[config.mk]
export PLATFORM = sky130hd
export DESIGN_NAME = cnn_frame_controller
export DESIGN_NICKNAME = d
export VERILOG_FILES = /design/src/rtl/cnn_ctrl_pkg.sv /design/src/rtl/result_fifo.sv /design/src/rtl/cnn_frame_controller.sv
export SDC_FILE = /design/constraint.sdc
export NUM_CORES = 1
export LEC_CHECK = 0
export CAP_MARGIN = 10
export CORE_ASPECT_RATIO = 1.75
export CORE_MARGIN = 8
export CORE_UTILIZATION = 45
export DETAILED_ROUTE_END_ITERATION = 8
export PLACE_DENSITY = 0.82
export SETUP_SLACK_MARGIN = 0.3
export SYNTH_ARGS = -nofsm -noshare
export SYNTH_HDL_FRONTEND = slang
export SYNTH_SLANG_ARGS = --single-unit
[constraint.sdc]
create_clock -name clk -period 3.2 [get_ports clk]
set_input_delay 0.64 -clock clk [delete_from_list [all_inputs] [get_ports clk]]
set_output_delay 0.64 -clock clk [all_outputs]
set_load 0.01 [all_outputs]
[src/rtl/cnn_ctrl_pkg.sv]
// Shared types and sizing helpers for the CNN frame controller.
// Default frame geometry lives here so the top and any wrapper agree on it.
package cnn_ctrl_pkg;

    typedef enum logic [1:0] {
        ST_IDLE      = 2'd0,
        ST_LOAD      = 2'd1,
        ST_DRAIN     = 2'd2,
        ST_FLUSH_OUT = 2'd3
    } cnn_ctrl_state_t;

    localparam int unsigned CNN_PIXEL_WIDTH  = 24;
    localparam int unsigned CNN_IMAGE_SIZE   = 64;
    localparam int unsigned CNN_RESULT_WIDTH = 80;
    localparam int unsigned CNN_RESULT_COUNT = 49;
    localparam int unsigned CNN_FIFO_DEPTH   = 4;
    localparam int unsigned CNN_DRAIN_MAX    = 256;

    // Bits needed to hold values 0..max_val inclusive.
    function automatic int unsigned cnt_width(input int unsigned max_val);
        return (max_val < 2) ? 1 : $clog2(max_val + 1);
    endfunction

endpackage

[src/rtl/result_fifo.sv]
// Small synchronous FIFO for pooled CNN results; head is shown combinationally
// and reads as zero while empty so the downstream bus is quiet between beats.
module result_fifo #(
    parameter int unsigned WIDTH = 80,
    parameter int unsigned DEPTH = 4
) (
    input  logic                     clk,
    input  logic                     rst,
    input  logic                     push_i,
    input  logic [WIDTH-1:0]         push_data_i,
    input  logic                     pop_i,
    output logic [WIDTH-1:0]         head_data_o,
    output logic                     full_o,
    output logic                     empty_o,
    output logic [$clog2(DEPTH):0]   count_o
);
    localparam int unsigned AW = $clog2(DEPTH);
    localparam int unsigned CW = AW + 1;
    localparam logic [CW-1:0] DEPTH_CNT = CW'(DEPTH);

    logic [WIDTH-1:0] mem_q [DEPTH];
    logic [AW-1:0]    wr_ptr_q;
    logic [AW-1:0]    rd_ptr_q;
    logic [CW-1:0]    count_q;
    logic [CW-1:0]    count_d;
    logic             do_push;
    logic             do_pop;

    assign full_o  = (count_q == DEPTH_CNT);
    assign empty_o = (count_q == '0);
    assign count_o = count_q;
    assign do_push = push_i & ~full_o;
    assign do_pop  = pop_i & ~empty_o;

    always_comb begin
        count_d = count_q;
        case ({do_push, do_pop})
            2'b10:   count_d = count_q + 1'b1;
            2'b01:   count_d = count_q - 1'b1;
            default: count_d = count_q;
        endcase
    end

    // Pointers wrap naturally because DEPTH is a power of two.
    always_ff @(posedge clk) begin
        if (rst) begin
            wr_ptr_q <= '0;
            rd_ptr_q <= '0;
            count_q  <= '0;
        end else begin
            if (do_push) wr_ptr_q <= wr_ptr_q + 1'b1;
            if (do_pop)  rd_ptr_q <= rd_ptr_q + 1'b1;
            count_q <= count_d;
        end
    end

    always_ff @(posedge clk) begin
        if (do_push) mem_q[wr_ptr_q] <= push_data_i;
    end

    assign head_data_o = empty_o ? '0 : mem_q[rd_ptr_q];

endmodule

[src/rtl/cnn_frame_controller.sv]
// Frame sequencer for the cnn datapath: gates clk_en on pixel presence and result
// space, flushes the pipeline after the last pixel and buffers results for a stalled sink.
module cnn_frame_controller
    import cnn_ctrl_pkg::*;
#(
    parameter int unsigned PIXEL_WIDTH  = CNN_PIXEL_WIDTH,
    parameter int unsigned IMAGE_SIZE   = CNN_IMAGE_SIZE,
    parameter int unsigned RESULT_WIDTH = CNN_RESULT_WIDTH,
    parameter int unsigned RESULT_COUNT = CNN_RESULT_COUNT,
    parameter int unsigned FIFO_DEPTH   = CNN_FIFO_DEPTH,
    parameter int unsigned DRAIN_MAX    = CNN_DRAIN_MAX
) (
    input  logic                    clk,
    input  logic                    rst,
    input  logic                    start,
    input  logic [PIXEL_WIDTH-1:0]  in_data,
    input  logic                    in_valid,
    output logic                    in_ready,
    output logic [PIXEL_WIDTH-1:0]  cnn_input_data,
    output logic                    cnn_clk_en,
    input  logic [RESULT_WIDTH-1:0] cnn_output_data,
    input  logic                    cnn_valid,
    output logic [RESULT_WIDTH-1:0] out_data,
    output logic                    out_valid,
    input  logic                    out_ready,
    output logic                    busy,
    output logic                    frame_done,
    output logic                    error
);
    localparam int unsigned PIXELS = IMAGE_SIZE * IMAGE_SIZE;
    localparam int unsigned PIX_W  = cnt_width(PIXELS - 1);
    localparam int unsigned RES_W  = cnt_width(RESULT_COUNT);
    localparam int unsigned DRN_W  = cnt_width(DRAIN_MAX);
    localparam int unsigned OCC_W  = $clog2(FIFO_DEPTH) + 1;

    localparam logic [PIX_W-1:0] LAST_PIX  = PIX_W'(PIXELS - 1);
    localparam logic [RES_W-1:0] RES_FULL  = RES_W'(RESULT_COUNT);
    localparam logic [DRN_W-1:0] DRN_LIMIT = DRN_W'(DRAIN_MAX);
    localparam logic [OCC_W-1:0] OCC_LIMIT = OCC_W'(FIFO_DEPTH - 2);

    cnn_ctrl_state_t    state_q, state_d;
    logic [PIX_W-1:0]   pix_cnt_q, pix_cnt_d;
    logic [RES_W-1:0]   res_cnt_q, res_cnt_d;
    logic [DRN_W-1:0]   drn_cnt_q, drn_cnt_d;
    logic               error_q, error_d;
    logic               frame_done_q, frame_done_d;
    logic               en_q;

    logic               fifo_full;
    logic               fifo_empty;
    logic [OCC_W-1:0]   fifo_count;
    logic               free_ok;
    logic               push;
    logic               pop;

    // Two free slots: one for a result that may already be in flight from the
    // previous enable, one for the result this enable may produce.
    assign free_ok = (fifo_count <= OCC_LIMIT);

    // en_q qualifies cnn_valid so a valid held across stalled cycles is taken once.
    assign push = en_q & cnn_valid & (res_cnt_q != RES_FULL) & ~fifo_full;
    assign pop  = out_valid & out_ready;

    always_comb begin
        state_d        = state_q;
        pix_cnt_d      = pix_cnt_q;
        res_cnt_d      = res_cnt_q;
        drn_cnt_d      = drn_cnt_q;
        error_d        = error_q;
        frame_done_d   = 1'b0;
        in_ready       = 1'b0;
        cnn_clk_en     = 1'b0;
        cnn_input_data = '0;

        if (push) res_cnt_d = res_cnt_q + 1'b1;

        case (state_q)
            ST_IDLE: begin
                // The frame_done cycle is already IDLE; a start there is dropped.
                if (start && !frame_done_q) begin
                    state_d   = ST_LOAD;
                    pix_cnt_d = '0;
                    res_cnt_d = '0;
                    drn_cnt_d = '0;
                    error_d   = 1'b0;
                end
            end
            ST_LOAD: begin
                in_ready       = free_ok;
                cnn_clk_en     = in_valid & free_ok;
                cnn_input_data = in_data;
                if (in_valid && free_ok) begin
                    pix_cnt_d = pix_cnt_q + 1'b1;
                    if (pix_cnt_q == LAST_PIX) state_d = ST_DRAIN;
                end
            end
            ST_DRAIN: begin
                if (res_cnt_q == RES_FULL) begin
                    state_d = ST_FLUSH_OUT;
                end else if (drn_cnt_q == DRN_LIMIT) begin
                    error_d = 1'b1;
                    state_d = ST_FLUSH_OUT;
                end else begin
                    cnn_clk_en = free_ok;
                    if (free_ok) drn_cnt_d = drn_cnt_q + 1'b1;
                end
            end
            ST_FLUSH_OUT: begin
                if (fifo_empty && !en_q) begin
                    state_d      = ST_IDLE;
                    frame_done_d = 1'b1;
                end
            end
            default: state_d = ST_IDLE;
        endcase
    end

    always_ff @(posedge clk) begin
        if (rst) begin
            state_q      <= ST_IDLE;
            pix_cnt_q    <= '0;
            res_cnt_q    <= '0;
            drn_cnt_q    <= '0;
            error_q      <= 1'b0;
            frame_done_q <= 1'b0;
            en_q         <= 1'b0;
        end else begin
            state_q      <= state_d;
            pix_cnt_q    <= pix_cnt_d;
            res_cnt_q    <= res_cnt_d;
            drn_cnt_q    <= drn_cnt_d;
            error_q      <= error_d;
            frame_done_q <= frame_done_d;
            en_q         <= cnn_clk_en;
        end
    end

    result_fifo #(
        .WIDTH (RESULT_WIDTH),
        .DEPTH (FIFO_DEPTH)
    ) u_result_fifo (
        .clk         (clk),
        .rst         (rst),
        .push_i      (push),
        .push_data_i (cnn_output_data),
        .pop_i       (pop),
        .head_data_o (out_data),
        .full_o      (fifo_full),
        .empty_o     (fifo_empty),
        .count_o     (fifo_count)
    );

    assign out_valid  = ~fifo_empty;
    assign busy       = (state_q != ST_IDLE);
    assign frame_done = frame_done_q;
    assign error      = error_q;

endmodule

==> results of run 1 <==
[worst max-delay path: stages (launching register included)]
cell and delay [ps]:
dfxtp_4 390, buf_4 130, buf_12 130, buf_12 110, buf_16 110, mux4_2 500
and2_1 170, clkdlybuf4s15_1 230
[cells by family after synthesis]
group / count (synthesis)
muxes: 81
AOI/OAI and AO/OA: 41
xor gates and xnor gates: 20
buffers and inverters: 51
and+or+nand+nor: 223
adders and majority gates: 15
DFF: 361
[flip-flops by register name (all words and copies together), names as in the netlist, named ones only]
name / cells
drn_cnt_q: 9
en_q: 1
error: 1
frame_done: 1
pix_cnt_q: 12
res_cnt_q: 6
state_q: 2
u_result_fifo.count_o: 3
u_result_fifo.mem_q: 320
u_result_fifo.rd_ptr_q: 2
u_result_fifo.wr_ptr_q: 2
[layer usage]
layer  wire, um  up-vias  GRT usage
li1           -     3655          -
met1      11700     4038      0.182
met2      18500      242      0.317
met3       1880       58     0.0355
met4        997        2     0.0631
met5         13        -          0
[through the flow]
step | total power [mW] | worst slack [ps] | utilization | hold WS (ps) | cell area [um2]
final | 11.2 | 268 | 0.599 | 494 | 18900
after global routing | 11.6 | 212 | 0.599 | 544 | 18900
after CTS | 11.2 | 130 | 0.593 | 497 | 18700
after detailed placement | 7.09 | 360 | 0.547 | 485 | 17200
after global placement | 7.05 | 375 | 0.547 | 483 | 17200
after floorplan | 6.25 | 654 | - | 462 | 14400
[timing repair]
item	in CTS	in global routing
pin swaps	0	1
gates cloned	7	2
gates resized for setup	135	75
endpoints found under the setup margin	107	79
setup buffers	13	28
[worst max-delay path by stage]
stage / slack, ps / start / end / depth (start not counted)
floorplan: 650 / cnn_valid / u_result_fifo.count_o[2] / 10
global placement: 380 / cnn_valid / u_result_fifo.count_o[2] / 10
detailed placement: 360 / cnn_valid / u_result_fifo.count_o[2] / 10
CTS: 130 / state_q[0] / cnn_clk_en / 7
global route: 210 / flip-flop / out_data[50] / 7
finish: 270 / flip-flop / out_data[50] / 7
[cell usage after synthesis (12+ instances only)]
cell type,instances,share of area
clkbuf_1,26,0.0068
nand2_1,15,0.0039
a21oi_1,13,0.0045
xnor2_1,16,0.0097
and2_1,108,0.047
nor2_1,34,0.0089
dfxtp_1,41,0.057
inv_1,12,0.0031
edfxtp_1,320,0.67
ha_1,14,0.012
nand3_1,14,0.0049
mux4_2,80,0.13
[report_power, final]
group	total [mW]	switching, mW	internal [mW]
logic	1.92	0.915	1.01
registers	5.26	0.0494	5.21
clock network	3.98	1.64	2.34
total	11.2	2.60	8.56
[layout make-up]
type | instances | share of cell area
repair buffers | 289 | 0.157
flip-flops and latches | 361 | 0.553
inverters | 13 | 0.00258
multi-input cells | 380 | 0.202
well taps | 396 | 0.0262
clock buffers | 43 | 0.0502
clock inverters | 16 | 0.00841
diodes | 2 | 0.000265
==> impl_metrics.tcl, run 1 <==
set metrics [dict create \
    outcome "finished, final reports clean" \
    final_nets 1204 \
    antenna_found_initial 3 \
    hold_viol 0 \
    synthXorXnorAreaFrac 0.0122 \
    cts_hold_buf 0 \
    powerDensity_nw_per_um2 591 \
    timing.rr.start "res_cnt_q[1]" \
    clkLatencyLatePin_ps 520 \
    required_ps 2560 \
    clock_sinks 361 \
    viasPerCell 5.33 \
    rr_endpoint "u_result_fifo.count_o[2]" \
    worst_ir_drop_vdd_mv 0.548 \
    whs_endpoint "pix_cnt_q[10]" \
    worstSetupEndpointType "output pin" \
    yosysUniqueCellTypes 50 \
    holdPathStages 2 \
    grt.overflow.total 0 \
    drv_cap 0 \
    regArea_um2 10400 \
    multiInputGateArea_um2 3820 \
    core-area_um2 31500 \
    die_area_um2 38200 \
    fmax_mhz 341 \
    synth_area_per_cell_um2 18.2 \
    cts_inserted_buffers 34 \
    htreeDepth 2 \
    drive_gt1_frac 0.249 \
    place_congestion 0.813 \
    rrSetupSlack_ps 770 \
    wl_per_cell_um 22.0 \
    hp-class "reg2reg" \
    synth_mux_area_frac 0.126 \
    dp_cells 1389 \
    ys.flop_type "edfxtp_1" \
    synth_top_family_by_area "multiplexers" \
    rsz0062_at_grt "true" \
    ys_async_sr_fraction 0 \
    reg2reg_depth 10 \
    num-fill-cells 2304 \
    startpoint_type "flip-flop" \
    cts_root_buffer "clkbuf_16" \
    grt_max_degree 34 \
    grt_pass1_vias 8382 \
    postSynthCellCount 792 \
    start_util 0.456 \
    arrival_ps 2290 \
    tightest_slew_ps 773 \
    vias 7995 \
    relSlewSlack 0.471 \
    track_usage 0.170 \
    drtPass1Iterations 4 \
    tns_ps 0 \
    port_buffers 219 \
    min_period_ps 2930 \
    clk_pin_slew_worst_paths_ps 60 \
    final_cells 1500 \
    drt_wl_total_um 33100 \
    clock_path_buffers 3 \
    die_w_um 151 \
    netlist_area_um2 14400 \
    syn-num-nets 917 \
    critPathMaxFanout 5 \
    grt_pass1_wl_um 48700 \
    area_delta_synth_final_pct 31.3 \
    fin_worst_skew_ps 12.8 \
    yosysWarnings 0 \
    layout_commonest_cell "edfxtp_1" \
    finalCritPeriodShare 0.916 \
    ys_ff_latch 361 \
    yosys.area_share.simple 0.0889 \
    ys_seq_area_frac 0.725 \
    p_leak_nw 6.46 \
    synthAdderAreaFrac 0.0136 \
    synth_edf_count 320 \
    drc 0 \
    hp-start "pix_cnt_q[10]" \
    ant_nets 0 \
    place_hpwl_um 20500 \
    drt_iter0_drc 419 \
    cts_tree "built" \
    finalMaxSlewViolations 0 \
    path_class "reg2out" \
    synth_compound_area_frac 0.0199 \
    die_y_um 253 \
    ios 220 \
    rows 86 \
    mostFrequentLayoutCells "edfxtp_1 (320), clkdlybuf4s50_1 (141), and2_1 (99)" \
    finalSetupViolations 0 \
]
Note: power is estimated with default switching activity, not from simulation.
==> run 2, diff against run 1 <==
--- a/config.mk
+++ b/config.mk
@@ -12,6 +12,7 @@
 export DETAILED_ROUTE_END_ITERATION = 8
 export PLACE_DENSITY = 0.82
 export SETUP_SLACK_MARGIN = 0.3
+export SKIP_LAST_GASP = 1
 export SYNTH_ARGS = -nofsm -noshare
 export SYNTH_HDL_FRONTEND = slang
 export SYNTH_SLANG_ARGS = --single-unit
==> results of run 2 <==
Same layout as run 1: the final DEF is identical, and so are final timing and power.
==> run 3, diff against run 2 <==
--- a/config.mk
+++ b/config.mk
@@ -9,10 +9,12 @@
 export CORE_ASPECT_RATIO = 1.75
 export CORE_MARGIN = 8
 export CORE_UTILIZATION = 45
+export CTS_BUF_LIST = sky130_fd_sc_hd__clkbuf_4
 export DETAILED_ROUTE_END_ITERATION = 8
-export PLACE_DENSITY = 0.82
+export PLACE_DENSITY = 0.71
 export SETUP_SLACK_MARGIN = 0.3
 export SKIP_LAST_GASP = 1
 export SYNTH_ARGS = -nofsm -noshare
 export SYNTH_HDL_FRONTEND = slang
+export SYNTH_HIERARCHICAL = 1
 export SYNTH_SLANG_ARGS = --single-unit
==> run 3 against run 2 <==
Non-clock buffer count up 21; hold slack worse by 11 ps; clock power fell by 6.3%; die area increased by 1.5%; critical path type unchanged; critical path depth increased by 2; core utilization up 0.65 points; synthesized area increased by 1.6%; clock skew grew 12 ps; sequential power is essentially flat; setup slack lost 240 ps; cell count up 7.6%.
==> impl_metrics.tcl, run 3 <==
set metrics [dict create \
    layout_commonest_cell "edfxtp_1" \
    largest_reg_flops 320 \
    tns_ps 0 \
    final_util 0.606 \
    synth_top_area_share 0.657 \
    num-fill-cells 2365 \
    drt_iter0_drc 352 \
    regArea_um2 10500 \
    start_util 0.455 \
    finalInstanceArea_um2 19400 \
    rsz0062_at_grt "true" \
    tightest_slew_ps 925 \
    relSlewSlack 0.382 \
    switchingPower_mw 2.39 \
    grt_max_degree 67 \
    drv_cap 0 \
    worstSetupEndpointType "output pin" \
    drive_gt1_frac 0.354 \
    die_y_um 254 \
    clk_pin_slew_worst_paths_ps 80 \
    p_comb_frac 0.116 \
    startpoint_type "flip-flop" \
    port_buffers 219 \
    yosysWarnings 6 \
    arrival_ps 2530 \
    dp_cells 1405 \
    ys.flop_type "edfxtp_1" \
    yosysUniqueCellTypes 57 \
    p_int_mw 7.76 \
    largest_register "u_result_fifo/mem_q" \
    synth_commonest_cells "edfxtp_1 (320), mux4_2 (80), nor2b_1 (80)" \
    p_clk_frac 0.367 \
    critPathMaxFanout 6 \
    reg_top3 "u_result_fifo/mem_q: 320 flops, pix_cnt_q: 12 flops, drn_cnt_q: 9 flops" \
    final_cells 1614 \
    ys_ff_latch 361 \
    p_leak_nw 6.84 \
    cts_hold_buf 0 \
    synth_area_per_cell_um2 18.4 \
    ys_seq_area_frac 0.713 \
    vias 8368 \
    min_period_ps 3170 \
    ios 220 \
    fmax_mhz 315 \
    grt_pass1_vias 9084 \
    drtPass1Iterations 4 \
    grt.overflow.total 0 \
    synthTopCellsByArea "edfxtp_1 (66%), mux4_2 (12%), dfxtp_1 (5.6%), nor2b_1 (3.4%), and2_1 (1.3%)" \
    hold_viol 0 \
    required_ps 2560 \
    place_area_um2 17400 \
    multiInputGateArea_um2 4020 \
    mostFrequentLayoutCells "edfxtp_1 (320), clkdlybuf4s50_1 (125), clkbuf_4 (108)" \
    syn-num-nets 919 \
    critical-path-max-stage-delay_ps 430 \
    yosysTopAreaCell "edfxtp_1" \
    viasPerCell 5.18 \
    drt_wl_total_um 34700 \
    finalCritPeriodShare 0.992 \
    fin_worst_skew_ps 25.0 \
    rows 87 \
    ant_nets 0 \
    ys_async_sr_fraction 0 \
    htreeDepth 3 \
    netlist_area_um2 14600 \
    sw_frac_of_total 0.235 \
    place_hpwl_um 22500 \
    cts_root_buffer "clkbuf_4" \
    area_delta_synth_final_pct 33.0 \
    place_congestion 0.812 \
    track_usage 0.181 \
    path_cells "buf_12, buf_6, buf_6, buf_12, buf_16, buf_12, mux4_2, nor2b_4, buf_6" \
    hp-class "reg2reg" \
    wl_per_cell_um 21.5 \
    die_w_um 152 \
    clock_path_buffers 3 \
    grt_pass1_wl_um 52900 \
    postSynthCellCount 794 \
    synth_edf_count 320 \
    cp_top_family "buffers and inverters" \
    core-area_um2 32100 \
    die_area_um2 38700 \
    pwr-share-seq 0.516 \
    powerDensity_nw_per_um2 522 \
    cts_tree "built" \
    clkLatencyLatePin_ps 740 \
    cts_inserted_buffers 81 \
    antenna_found_initial 3 \
    path_class "reg2out" \
    final_nets 1274 \
    clock_sinks 361 \
    cpMaxStageDelayCell "mux4_2" \
    yosysMostFrequentCell "edfxtp_1" \
    outcome "finished, final reports clean" \
    finalMaxSlewViolations 0 \
    critPathBufInv 7 \
    finalSetupViolations 0 \
    drc 0 \
    worst_ir_drop_vdd_mv 0.411 \
]
[run 3: cell count changes in the layout (fill, tap and decap cells not counted), moves of 33 or more]
cell / before / now
buf_2: 4 / 51
and2_1: 99 / 26
clkbuf_4: 0 / 108
clkbuf_16: 39 / 0
buf_6: 3 / 36
nor2b_1: 2 / 56
[run 3: logic make-up after synthesis]
kind of cell             synth area share
buffers and inverters              0.0253
flip-flops                          0.713
XOR/XNOR                           0.0114
multiplexers                        0.126
adder cells (fa/ha/maj)            0.0133
AND/OR/NAND/NOR                    0.0907
AO/OA/AOI/OAI                      0.0199
[run 3: final timing paths]
path / slack, ps / startpoint / cells past startpoint / endpoint
worst max-delay path: 30 / flip-flop / 9 / out_data[18]
worst min-delay path: 480 / en_q / 1 / frame_done
worst max register to register: 600 / u_result_fifo/count_o[2] / 12 / u_result_fifo/count_o[2]
worst min register to register: 480 / en_q / 1 / frame_done
[run 3: through the flow]
stage / power, mW / setup slack (ps) / hold WS (ps)
2_1_floorplan: 5.88 / 312 / 410
3_3_place_gp: 6.47 / 279 / 467
3_5_place_dp: 6.49 / 269 / 476
4_1_cts: 10.3 / -132 / 436
5_1_grt: 10.6 / -66.2 / 488
6_report: 10.2 / 26.1 / 483
[run 3: power by group through the flow]
stage	Sequential, mW	Combinational [mW]	Clock (mW)
after floorplan	5.33	0.552	0
after global placement	5.33	1.14	0
after detailed placement	5.34	1.15	0
after CTS	5.24	1.18	3.85
after global routing	5.25	1.28	4.07
final	5.24	1.18	3.73
[run 3: cell type report]
| type | instances | share of cell area |
|---|---|---|
| well taps | 400 | 0.0257 |
| clock inverters | 37 | 0.0143 |
| clock buffers | 108 | 0.0417 |
| repair buffers | 310 | 0.171 |
| multi-input cells | 379 | 0.207 |
| diodes | 3 | 0.000386 |
| inverters | 16 | 0.00309 |
| flip-flops and latches | 361 | 0.538 |
[run 3: what timing repair did]
action                                  4_1_cts  5_1_grt
hold endpoints to repair                      0        0
resized for setup                           349       95
endpoints found under the setup margin      108       98
pin swaps                                     3        3
buffers inserted                             34       20
gates cloned                                  7        0
[run 3: metal layers]
| layer | vias to the layer above | global-route usage | share of wire |
|---|---|---|---|
| met4 | 0 | 0.0697 | 0.017 |
| li1 | 3874 | - | - |
| met2 | 242 | 0.351 | 0.58 |
| met5 | - | 0 | 0 |
| met1 | 4221 | 0.182 | 0.35 |
| met3 | 31 | 0.0478 | 0.049 |
